**src/rtl/cmp_word_sequencer_if.sv**
```systemverilog
// Handshake bundle between the digit-result producer (master) and cmp_word_sequencer (slave).
interface cmp_word_sequencer_if;
  logic       start;
  logic [2:0] f_in;
  logic       f_valid;
  logic       f_ready;
  logic       busy;
  logic       done;
  logic [2:0] result;
  logic       error;

  modport master (
    output start, f_in, f_valid,
    input  f_ready, busy, done, result, error
  );

  modport slave (
    input  start, f_in, f_valid,
    output f_ready, busy, done, result, error
  );
endinterface

```
**src/rtl/cmp_word_sequencer.sv**
```systemverilog
// Resolves a 2*DIGITS-bit magnitude relation from serial {gt,eq,lt} digit results, MSB first.
// Optional macro CMP_EARLY_EXIT_EN: the word finishes on the first deciding digit.
module cmp_word_sequencer #(
  parameter int unsigned DIGITS = 4
) (
  input  logic                 clk,
  input  logic                 rst_n,
  cmp_word_sequencer_if.slave  bus
);

  // state | meaning
  // IDLE  | waiting for start; last result/error held
  // ACCUM | accepting digits, MSB pair first
  // DONE  | single cycle with done high; start here restarts
  localparam logic [1:0] S_IDLE  = 2'd0;
  localparam logic [1:0] S_ACCUM = 2'd1;
  localparam logic [1:0] S_DONE  = 2'd2;

  localparam int unsigned      CNT_W    = (DIGITS > 1) ? $clog2(DIGITS) : 1;
  localparam logic [CNT_W-1:0] CNT_LAST = CNT_W'(DIGITS - 1);

  localparam logic [2:0] REL_GT   = 3'b100;
  localparam logic [2:0] REL_EQ   = 3'b010;
  localparam logic [2:0] REL_LT   = 3'b001;
  localparam logic [2:0] REL_NONE = 3'b000;

  logic [1:0]       state_q, state_d;
  logic [CNT_W-1:0] cnt_q, cnt_d;
  logic             decided_q, decided_d;
  logic [2:0]       result_q, result_d;
  logic             error_q, error_d;
  logic             done_q, done_d;

  logic accept;
  logic digit_decides;
  logic digit_legal;
  logic last_digit;
  logic finish;

  assign accept        = bus.f_valid && (state_q == S_ACCUM);
  assign digit_decides = (bus.f_in == REL_GT) || (bus.f_in == REL_LT);
  assign digit_legal   = digit_decides || (bus.f_in == REL_EQ);
  assign last_digit    = (cnt_q == CNT_LAST);

`ifdef CMP_EARLY_EXIT_EN
  // Remaining digits are left for the upstream sequencer to drop on done.
  assign finish = last_digit || !digit_legal || (!decided_q && digit_decides);
`else
  assign finish = last_digit || !digit_legal;
`endif

  always_comb begin
    state_d   = state_q;
    cnt_d     = cnt_q;
    decided_d = decided_q;
    result_d  = result_q;
    error_d   = error_q;
    done_d    = 1'b0;

    case (state_q)
      S_IDLE, S_DONE: begin
        if (bus.start) begin
          state_d   = S_ACCUM;
          cnt_d     = '0;
          decided_d = 1'b0;
          result_d  = REL_EQ;
          error_d   = 1'b0;
        end else begin
          // result/error are deliberately kept until the next accepted start
          state_d = S_IDLE;
        end
      end

      S_ACCUM: begin
        if (accept) begin
          cnt_d = cnt_q + 1'b1;
          if (!digit_legal) begin
            error_d  = 1'b1;
            result_d = REL_NONE;
          end else if (!decided_q && digit_decides) begin
            result_d  = bus.f_in;
            decided_d = 1'b1;
          end
          if (finish) begin
            state_d = S_DONE;
            done_d  = 1'b1;
          end
        end
      end

      default: state_d = S_IDLE;
    endcase
  end

  always_ff @(posedge clk or negedge rst_n) begin
    if (!rst_n) begin
      state_q   <= S_IDLE;
      cnt_q     <= '0;
      decided_q <= 1'b0;
      result_q  <= REL_NONE;
      error_q   <= 1'b0;
      done_q    <= 1'b0;
    end else begin
      state_q   <= state_d;
      cnt_q     <= cnt_d;
      decided_q <= decided_d;
      result_q  <= result_d;
      error_q   <= error_d;
      done_q    <= done_d;
    end
  end

  assign bus.f_ready = (state_q == S_ACCUM);
  assign bus.busy    = (state_q == S_ACCUM);
  assign bus.done    = done_q;
  assign bus.result  = result_q;
  assign bus.error   = error_q;

endmodule

```
**src/flat_wrapper.sv**
```systemverilog
// flat-port wrapper written by rule: the top's interface ports become plain ports
module cmp_word_sequencer_flat 
#(
  parameter int unsigned DIGITS = 4
)
  (clk, rst_n, bus_start, bus_f_in, bus_f_valid, bus_f_ready, bus_busy, bus_done, bus_result, bus_error);
  cmp_word_sequencer_if bus_i ();
  input  logic clk;
  input  logic rst_n;
  input wire logic [$bits(bus_i.start)-1:0] bus_start;
  input wire logic [$bits(bus_i.f_in)-1:0] bus_f_in;
  input wire logic [$bits(bus_i.f_valid)-1:0] bus_f_valid;
  output wire logic [$bits(bus_i.f_ready)-1:0] bus_f_ready;
  output wire logic [$bits(bus_i.busy)-1:0] bus_busy;
  output wire logic [$bits(bus_i.done)-1:0] bus_done;
  output wire logic [$bits(bus_i.result)-1:0] bus_result;
  output wire logic [$bits(bus_i.error)-1:0] bus_error;
  assign bus_i.start = bus_start;
  assign bus_i.f_in = bus_f_in;
  assign bus_i.f_valid = bus_f_valid;
  assign bus_f_ready = bus_i.f_ready;
  assign bus_busy = bus_i.busy;
  assign bus_done = bus_i.done;
  assign bus_result = bus_i.result;
  assign bus_error = bus_i.error;
  cmp_word_sequencer #(.DIGITS(DIGITS)) u_core (.clk(clk), .rst_n(rst_n), .bus(bus_i));
endmodule
```
**config.mk**
```make
export PLATFORM = sky130hd
export DESIGN_NAME = cmp_word_sequencer_flat
export DESIGN_NICKNAME = d
export VERILOG_FILES = /design/src/rtl/cmp_word_sequencer_if.sv /design/src/rtl/cmp_word_sequencer.sv /design/src/flat_wrapper.sv
export SDC_FILE = /design/constraint.sdc
export NUM_CORES = 1
export LEC_CHECK = 0
export CAP_MARGIN = 10
export CORE_AREA = 2 2 39 41
export DETAILED_ROUTE_END_ITERATION = 16
export DIE_AREA = 0 0 41 43
export PLACE_DENSITY = 0.7
export SLEW_MARGIN = 15
export SYNTH_ARGS = -nofsm -noshare
export SYNTH_HDL_FRONTEND = slang
export SYNTH_SLANG_ARGS = --single-unit
```
**constraint.sdc**
```tcl
create_clock -name clk -period 2.1 [get_ports clk]
set_input_delay 0.21 -clock clk [delete_from_list [all_inputs] [get_ports clk]]
set_output_delay 0.21 -clock clk [all_outputs]
set_load 0.05 [all_outputs]
```
==> impl_metrics.env, run 1 <==
export IMPL_cap_violations=0
export IMPL_ctsHoldBuffers=0
export IMPL_track_usage=0.158
export IMPL_r2r_end="u_core.bus.result[1]$_DFFE_PN0P_"
export IMPL_postPlaceCellArea_um2=682
export IMPL_grt_pass1_wl_um=1830
export IMPL_worstSetupEndpoint="bus_busy"
export IMPL_area_delta_synth_final_pct=24.3
export IMPL_cts_made_buffers=3
export IMPL_startpoint="u_core.state_q[1]$_DFFE_PN0P_"
export IMPL_finalHoldViolations=0
export IMPL_finalCritPeriodShare=0.943
export IMPL_worstSetupPathType="flip-flop to primary output"
export IMPL_power_density_nw_per_um2=1310
export IMPL_core_area_um2=1380
export IMPL_leakagePower_nw=0.296
export IMPL_start_util=0.410
export IMPL_gp_congestion=0.710
export IMPL_worstPathRequired_ns=1.89
export IMPL_yosysTopAreaCell="dfrtp_1"
export IMPL_grt_pass1_vias=397
export IMPL_cts_setup_buffers=0
export IMPL_antenna_found_initial=0
export IMPL_yosysMostFrequentCell="dfrtp_1"
export IMPL_r2r_start="u_core.state_q[1]$_DFFE_PN0P_"
export IMPL_portBuffers=13
export IMPL_vias_per_cell=5.66
export IMPL_drive_above_1_share=0.127
export IMPL_final_setup_tns_ns=0
export IMPL_wl_um=1070
export IMPL_htree_levels=1
export IMPL_synthCells=51
export IMPL_die_area_um2=1760
export IMPL_final_cells=79
export IMPL_setup_violations=0
export IMPL_end_kind="primary output"
export IMPL_drt_iter0_drc=4
export IMPL_num_antenna_cells=0
export IMPL_synthFlopType="dfrtp_1"
export IMPL_syn_avg_cell_area_um2=11.1
export IMPL_wl_per_cell_um=13.6
export IMPL_hold_class="input port to asynchronous set/reset pin"
export IMPL_cts_buffer_depth=2
export IMPL_path_max_fanout=5
export IMPL_synth_edf_count=0
export IMPL_synthTopCellsByArea="dfrtp_1, nor4bb_2, nand3_1"
export IMPL_syn_cell_area_um2=567
export IMPL_overflow=0
export IMPL_synthDominantCellAreaShare=0.442
export IMPL_syn_nets=59
export IMPL_io_pins=14
export IMPL_max_freq_ghz=0.505
export IMPL_worstMarginPinSlew_ns=0.493
export IMPL_placed_cells=76
export IMPL_stdcell_area_um2=704
export IMPL_cts_sinks=10
export IMPL_grt_max_degree=11
export IMPL_route_antenna_remaining_nets=0
export IMPL_die_h_um=43
export IMPL_status="complete, no violations"
export IMPL_fin_skew_ns=0.00404
export IMPL_dr_total_vias=447
export IMPL_postLayoutCoreUtil=0.509
export IMPL_final_nets=73
export IMPL_cts_tree="built"
export IMPL_r2r_setup_slack_ns=0.81
export IMPL_clockRootBuffer="clkbuf_4"
export IMPL_slew_headroom=0.671
export IMPL_fillers=131
export IMPL_row_count=14
export IMPL_synthDistinctLibCells=29
export IMPL_synthTopCellsByCount="dfrtp_1, nand3_1, nand4b_1"
export IMPL_grt_setup_unrepaired="no"
export IMPL_ir_drop_mv=0.603
export IMPL_startpoint_type="flip-flop"
export IMPL_clk_pin_slew_ns=0.07
export IMPL_drc=0
export IMPL_yosys_warnings=0
export IMPL_worstRegToRegCells=3
export IMPL_die_w_um=41
export IMPL_clock_latency_ns=0.26
export IMPL_ys_ff_latch=10
export IMPL_slew_violations=0
export IMPL_ctsResizeCount=0
export IMPL_arrival_ns=1.77
export IMPL_async_flop_share=1.00
export IMPL_ys_seq_area_frac=0.442
export IMPL_finalCriticalPeriod_ns=1.98
export IMPL_drtPass1Iterations=4
## routing by layer
layer,vias to the layer above,global-route usage,wire (um)
met5,-,0,0
met4,0,0.100,27
met3,4,0.0314,38
met2,7,0.216,484
met1,219,0.217,521
li1,217,-,-
## cell usage in the layout, fill, tap and decap left out
cell,instances
nand3_1,6
nand4b_1,3
xor2_1,1
clkbuf_4,3
o21ai_0,2
inv_1,1
o21a_1,1
nand2_1,2
and2b_1,1
nor2_1,1
ha_1,1
dfrtp_1,10
nor3b_2,1
nor4bb_2,2
a31oi_2,1
nor3_1,1
nand3b_2,1
nand2b_1,1
clkdlybuf4s50_1,13
o311ai_1,2
o41ai_1,1
and3b_1,1
o211ai_1,1
xnor2_1,1
a22o_1,1
nor2b_1,1
and2_1,2
o21ai_1,1
## flip-flops by register name, indices dropped and copies added, names as in the netlist
name,flops
u_core.decided_q,1
u_core.bus.error,1
u_core.cnt_q,2
u_core.bus.done,1
u_core.state_q,2
u_core.bus.result,3
## metrics by stage
stage | total power, mW | setup WS [ns] | hold WS (ns)
floorplan | 0.660 | 0.701 | -0.0856
global placement | 0.787 | 0.422 | 0.481
detailed placement | 0.793 | 0.407 | 0.480
CTS | 0.925 | 0.117 | 0.289
global route | 0.971 | 0.0648 | 0.302
finish | 0.920 | 0.120 | 0.269
## layout make-up
| class | count | area (um^2) | area share |
|---|---|---|---|
| repair buffers | 13 | 130 | 0.185 |
| clock buffers | 3 | 22.5 | 0.0320 |
| flip-flops and latches | 10 | 250 | 0.355 |
| well taps | 16 | 20.0 | 0.0284 |
| multi-input cells | 36 | 278 | 0.394 |
| inverters | 1 | 3.75 | 0.00533 |
## worst min path at each step
stage,endpoint,slack (ns)
floorplan,u_core.bus.done$_DFF_PN0_,-0.09
global placement,u_core.cnt_q[1]$_DFFE_PN0P_,0.48
detailed placement,u_core.bus.error$_DFFE_PN0P_,0.48
CTS,u_core.bus.done$_DFF_PN0_,0.29
global route,u_core.bus.done$_DFF_PN0_,0.30
finish,u_core.bus.done$_DFF_PN0_,0.27
## cell families (layout without fill, tap and decap cells)
family / after synthesis / after routing / share of synthesized area
compound gates: 10 / 10 / 0.137
xor+xnor: 2 / 2 / 0.0309
fa+ha+maj: 1 / 1 / 0.0221
buf+inv: 5 / 17 / 0.0684
flops: 10 / 10 / 0.442
simple gates: 23 / 23 / 0.300
## worst max-delay path, cell delays in order (launching register included)
cell and delay (ns):
dfrtp_1 0.39, and2b_1 0.29, clkdlybuf4s50_1 0.83
## power by group
part           switching, mW  total [mW]  internal [mW]
sequential            0.0463       0.305          0.259
combinational          0.305       0.484          0.179
clock                 0.0646       0.131         0.0662
(Power assumes the default switching activity.)
==> inputs of run 2 (changes only) <==
--- a/config.mk
+++ b/config.mk
@@ -10,7 +10,7 @@
 export DETAILED_ROUTE_END_ITERATION = 16
 export DIE_AREA = 0 0 41 43
 export PLACE_DENSITY = 0.7
-export SLEW_MARGIN = 15
+export SLEW_MARGIN = 20
 export SYNTH_ARGS = -nofsm -noshare
 export SYNTH_HDL_FRONTEND = slang
 export SYNTH_SLANG_ARGS = --single-unit
==> results of run 2 <==
The final DEF is identical to that of run 1; final timing and power are the same.
==> RTL change 1 (config.mk and constraints of run 1) <==
`DIGITS` is set to 4 in 2 places; all go to 2.
--- a/src/rtl/cmp_word_sequencer.sv
+++ b/src/rtl/cmp_word_sequencer.sv
@@ -1,7 +1,7 @@
 // Resolves a 2*DIGITS-bit magnitude relation from serial {gt,eq,lt} digit results, MSB first.
 // Optional macro CMP_EARLY_EXIT_EN: the word finishes on the first deciding digit.
 module cmp_word_sequencer #(
-  parameter int unsigned DIGITS = 4
+  parameter int unsigned DIGITS = 2
 ) (
   input  logic                 clk,
   input  logic                 rst_n,
--- a/src/flat_wrapper.sv
+++ b/src/flat_wrapper.sv
@@ -1,7 +1,7 @@
 // flat-port wrapper written by rule: the top's interface ports become plain ports
 module cmp_word_sequencer_flat 
 #(
-  parameter int unsigned DIGITS = 4
+  parameter int unsigned DIGITS = 2
 )
   (clk, rst_n, bus_start, bus_f_in, bus_f_valid, bus_f_ready, bus_busy, bus_done, bus_result, bus_error);
   cmp_word_sequencer_if bus_i ();
Check against the original RTL: not equivalent (Yosys sat finds a counterexample within 4 cycles, from zero or initial values and one cycle with rst_n low).
==> RTL change 1 against run 1 <==
Synthesized cell count decreased by 7.8%. Synthesized area fell by 15%. Final area is 8.0% lower. Setup slack lost 7.8 ps. Total power down 2.5%. Wire length shrank 5.1%. Global-route usage fell by 1.5 points. Sequential cell count down 1. Cell count did not move. Largest cell class unchanged. Register-to-register slack better by 50 ps. First-iteration DRC count rose by 75%. Hold slack lost 33 ps. Core utilization shrank 4.1 points. Highest routed layer unchanged. Non-clock buffer count is the same.
==> RTL change 1: results <==
export IMPL_first_pass_iters=4
export IMPL_p_leak_nw=0.286
export IMPL_synthCells=47
export IMPL_clkTransAtPathRegs_ps=70
export IMPL_synth_warnings=0
export IMPL_timing_slew_headroom_pct=67.0
export IMPL_h_tree_depth=1
export IMPL_regToRegStartpoint="u_core.state_q[1]"
export IMPL_grt_start_max_net_pins=10
export IMPL_grt_pass1_vias=385
export IMPL_routedWlPerCell_um=12.9
export IMPL_final_instance_count_excl_fill=79
export IMPL_grtUsageMet2_pct=20.6
export IMPL_status="completed"
export IMPL_numPortBuffers=13
export IMPL_peakVddDrop_mv=0.378
export IMPL_antenna_found_initial=0
export IMPL_grt_total_usage_pct=14.3
export IMPL_ys_top_cells_by_count="dfrtp_1 (9), nand3_1 (6), inv_1 (5)"
export IMPL_viasPerCell=5.43
export IMPL_cts_root_buf="clkbuf_4"
export IMPL_drtAntennaViolNets=0
export IMPL_synth_distinct_cells=20
export IMPL_cts_setup_buffers=0
export IMPL_synth_ff_type="dfrtp_1"
export IMPL_grt_use_met3_pct=3.14
export IMPL_rr_worst_depth=3
export IMPL_gp_congestion=0.750
export IMPL_numCtsBuffers=3
export IMPL_drive_gt1_share_pct=11.1
export IMPL_clockBufferDepth=2
export IMPL_place_area_sq_um=622
export IMPL_nets=71
export IMPL_initialDrtViolationCount=7
export IMPL_cpMaxStageDelayCell="clkdlybuf4s50_1"
export IMPL_grtUsageMet1_pct=17.9
export IMPL_rr_endpoint="u_core.bus.result[0]"
export IMPL_slowest_delay_ps=820
export IMPL_largest_reg_flops=3
export IMPL_antenna_cells=0
export IMPL_crit_fanout=6
export IMPL_synth_seq_area_share_pct=47.0
export IMPL_fin_skew_ps=5.50
export IMPL_ys_async_sr_fraction_pct=100
export IMPL_synth_area_leaders="dfrtp_1 (47%), nand3_1 (6.3%), nor3b_2 (5.2%)"
export IMPL_grt_pass1_wl_mm=1.65
export IMPL_syn_nets=54
export IMPL_hpwl_um=762
export IMPL_placed_cells=75
export IMPL_rrSetupSlack_ps=860
RTL change 1: cell types whose count changed after synthesis, sizes merged, moves of 2 or more:
cell    before  now
inv          1    5
buf          4    1
nand4b       3    0
nand4        0    2
and2         2    0
a32oi        0    2
o311ai       2    0
a21oi        0    2
RTL change 1: how the worst max path moves through the flow:
stage / from / end / depth (start not counted)
after floorplan: u_core.state_q[1] / bus_f_ready / 3
after global placement: u_core.state_q[1] / bus_f_ready / 3
after global routing: u_core.state_q[1] / bus_f_ready / 3
final: u_core.state_q[1] / bus_busy / 3
after CTS: u_core.state_q[1] / bus_busy / 3
after detailed placement: u_core.state_q[1] / bus_busy / 3
RTL change 1: metal layers:
metal	up-vias	share of wire [%]
met5	-	0
met4	0	1.4
met3	2	4.0
met2	16	49
met1	210	45
li1	201	-
RTL change 1: through the flow:
stage	hold slack [ps]	worst slack, ps
global route	274	11.3
floorplan	-85.6	695
global placement	475	414
finish	236	113
CTS	257	98.6
detailed placement	473	386
RTL change 1: cells by family (layout without fill, tap and decap cells):
kind of cell | Yosys count | count (layout) | share of synthesized area, %
xor+xnor | 1 | 1 | 3.40
flops | 9 | 9 | 47.0
compound gates | 11 | 11 | 15.9
simple gates | 20 | 20 | 28.2
buf+inv | 6 | 22 | 5.48
RTL change 1: area by class of cell:
cell class,instances,area (sq um)
fill,145,736
multi-input combinational,32,228
sequential,9,225
timing repair buffer,13,130
clock buffer,4,26.3
tap,16,20.0
inverter,5,18.8
RTL change 1: power by group:
part / switching (W) / leakage, nW / internal (W)
clock network: 0.0000627 / 0.0150 / 0.0000733
registers: 0.0000442 / 0.116 / 0.000236
logic: 0.000313 / 0.155 / 0.000168
total: 0.000420 / 0.286 / 0.000477
RTL change 1: worst max-delay path, delay by kind of cell, from the launching register on:
kind	cells	cell delay, ps
simple gates	1	160
flops	1	400
buf+inv	2	960
==> RTL change 2 (settings of run 1) <==
Without the edit above. Reset style: synchronous (`rst_n`), changed in one clocked block.
--- a/src/rtl/cmp_word_sequencer.sv
+++ b/src/rtl/cmp_word_sequencer.sv
@@ -92,7 +92,7 @@
     endcase
   end
 
-  always_ff @(posedge clk or negedge rst_n) begin
+  always_ff @(posedge clk) begin
     if (!rst_n) begin
       state_q   <= S_IDLE;
       cnt_q     <= '0;
Behaviour: differs if rst_n is asserted again (counterexample within 4 cycles, from zero or initial values and one cycle with rst_n low); with rst_n held inactive, the same outputs for 10 cycles.
==> RTL change 2 against run 1 <==
Sequential cell count unchanged. Wire length shrank 17%. Die area unchanged. Final area decreased by 8.0%. Synthesized area is 14% lower. Critical path depth is the same. Fmax grew 5.7%. Setup slack improved by 110 ps.
Power is not compared: it rests on default switching activity, and its combinational part moved more than twofold at a synthesized area within 25%.
==> RTL change 2: results <==
export IMPL_status="completed"
export IMPL_vias=408
export IMPL_drive_gt1_share_pct=13.4
export IMPL_multiInputGateArea_sq_um=264
export IMPL_final_instance_count_excl_fill=83
export IMPL_grt_pass1_vias=391
export IMPL_seq_area_sq_um=200
export IMPL_ys_top_cells_by_count="dfxtp_1 (10), nand3_1 (5), nor2_1 (5)"
export IMPL_syn_nets=61
export IMPL_multi_input_cells=38
export IMPL_antenna_cells=0
export IMPL_inverters_excl_clock=3
export IMPL_synth_seq_area_share_pct=41.0
export IMPL_gp_congestion=0.749
export IMPL_pg_seq_w=0.000204
export IMPL_dp_slack_ps=418
export IMPL_grt_pass1_wl_mm=1.64
export IMPL_clk_latency_ps=250
export IMPL_crit_fanout=6
export IMPL_met2_wirelength_um=390
export IMPL_routedWlPerCell_um=10.7
export IMPL_wl_met3_um=56
export IMPL_final_clk_cell_share_pct=3.47
export IMPL_grt_total_usage_pct=14.0
export IMPL_nFillCells=143
export IMPL_initialDrtViolationCount=10
export IMPL_synthCells=53
export IMPL_placed_cells=80
export IMPL_rr_worst_depth=4
export IMPL_wl_met1_um=422
export IMPL_buffer_area_share_pct=20.1
export IMPL_tightestPinTransition_ps=493
export IMPL_synth_distinct_cells=25
export IMPL_nets=77
export IMPL_ys_async_sr_fraction_pct=0
export IMPL_synth_area_leaders="dfxtp_1 (41%), o311ai_4 (5.4%), nand3_1 (5.1%)"
## RTL change 2: changes by cell type in the layout (fill, tap and decap cells not counted), sizes merged, moves of 3 or more
cell,run 1,this run
nor2,1,5
a21oi,0,5
nand4b,3,0
dfrtp,10,0
dfxtp,0,10
## RTL change 2: metal layers
metal	track usage, %	vias to the layer above
met4	8.00	0
met1	17.6	182
met2	20.0	12
met3	4.71	2
met5	0	-
li1	-	212
## RTL change 2: worst register-to-register path, stage by stage (launching register included)
cell and delay, ps:
dfxtp_1 330, or2b_1 270, nand2_1 200, o311ai_4 150, a31o_1 240
## RTL change 2: through the flow
stage / area, sq um / util (%) / total power, W / hold WS [ps]
floorplan: 488 / - / 0.000291 / 353
global placement: 626 / 45.2 / 0.000328 / 455
detailed placement: 626 / 45.2 / 0.000328 / 461
CTS: 648 / 46.8 / 0.000459 / 470
global route: 648 / 46.8 / 0.000474 / 483
finish: 648 / 46.8 / 0.000449 / 463
## RTL change 2: worst paths after layout
check	start	to	slack (ps)
worst max-delay path	u_core.state_q[1]	bus_busy	230
worst min-delay path	u_core.bus.result[0]	u_core.bus.result[0]	460
worst max register to register	u_core.state_q[0]	u_core.bus.result[1]	810
worst min register to register	u_core.bus.result[0]	u_core.bus.result[0]	460
## RTL change 2: kinds of logic (layout without fill, tap and decap cells)
| kind of cell | Yosys count | after routing | synth area share [%] |
|---|---|---|---|
| simple gates | 23 | 23 | 25.4 |
| flops | 10 | 10 | 41.0 |
| compound gates | 9 | 9 | 16.7 |
| buf+inv | 5 | 19 | 4.87 |
| xor+xnor | 3 | 3 | 5.39 |
| mux | 2 | 2 | 4.10 |
| fa+ha+maj | 1 | 1 | 2.56 |
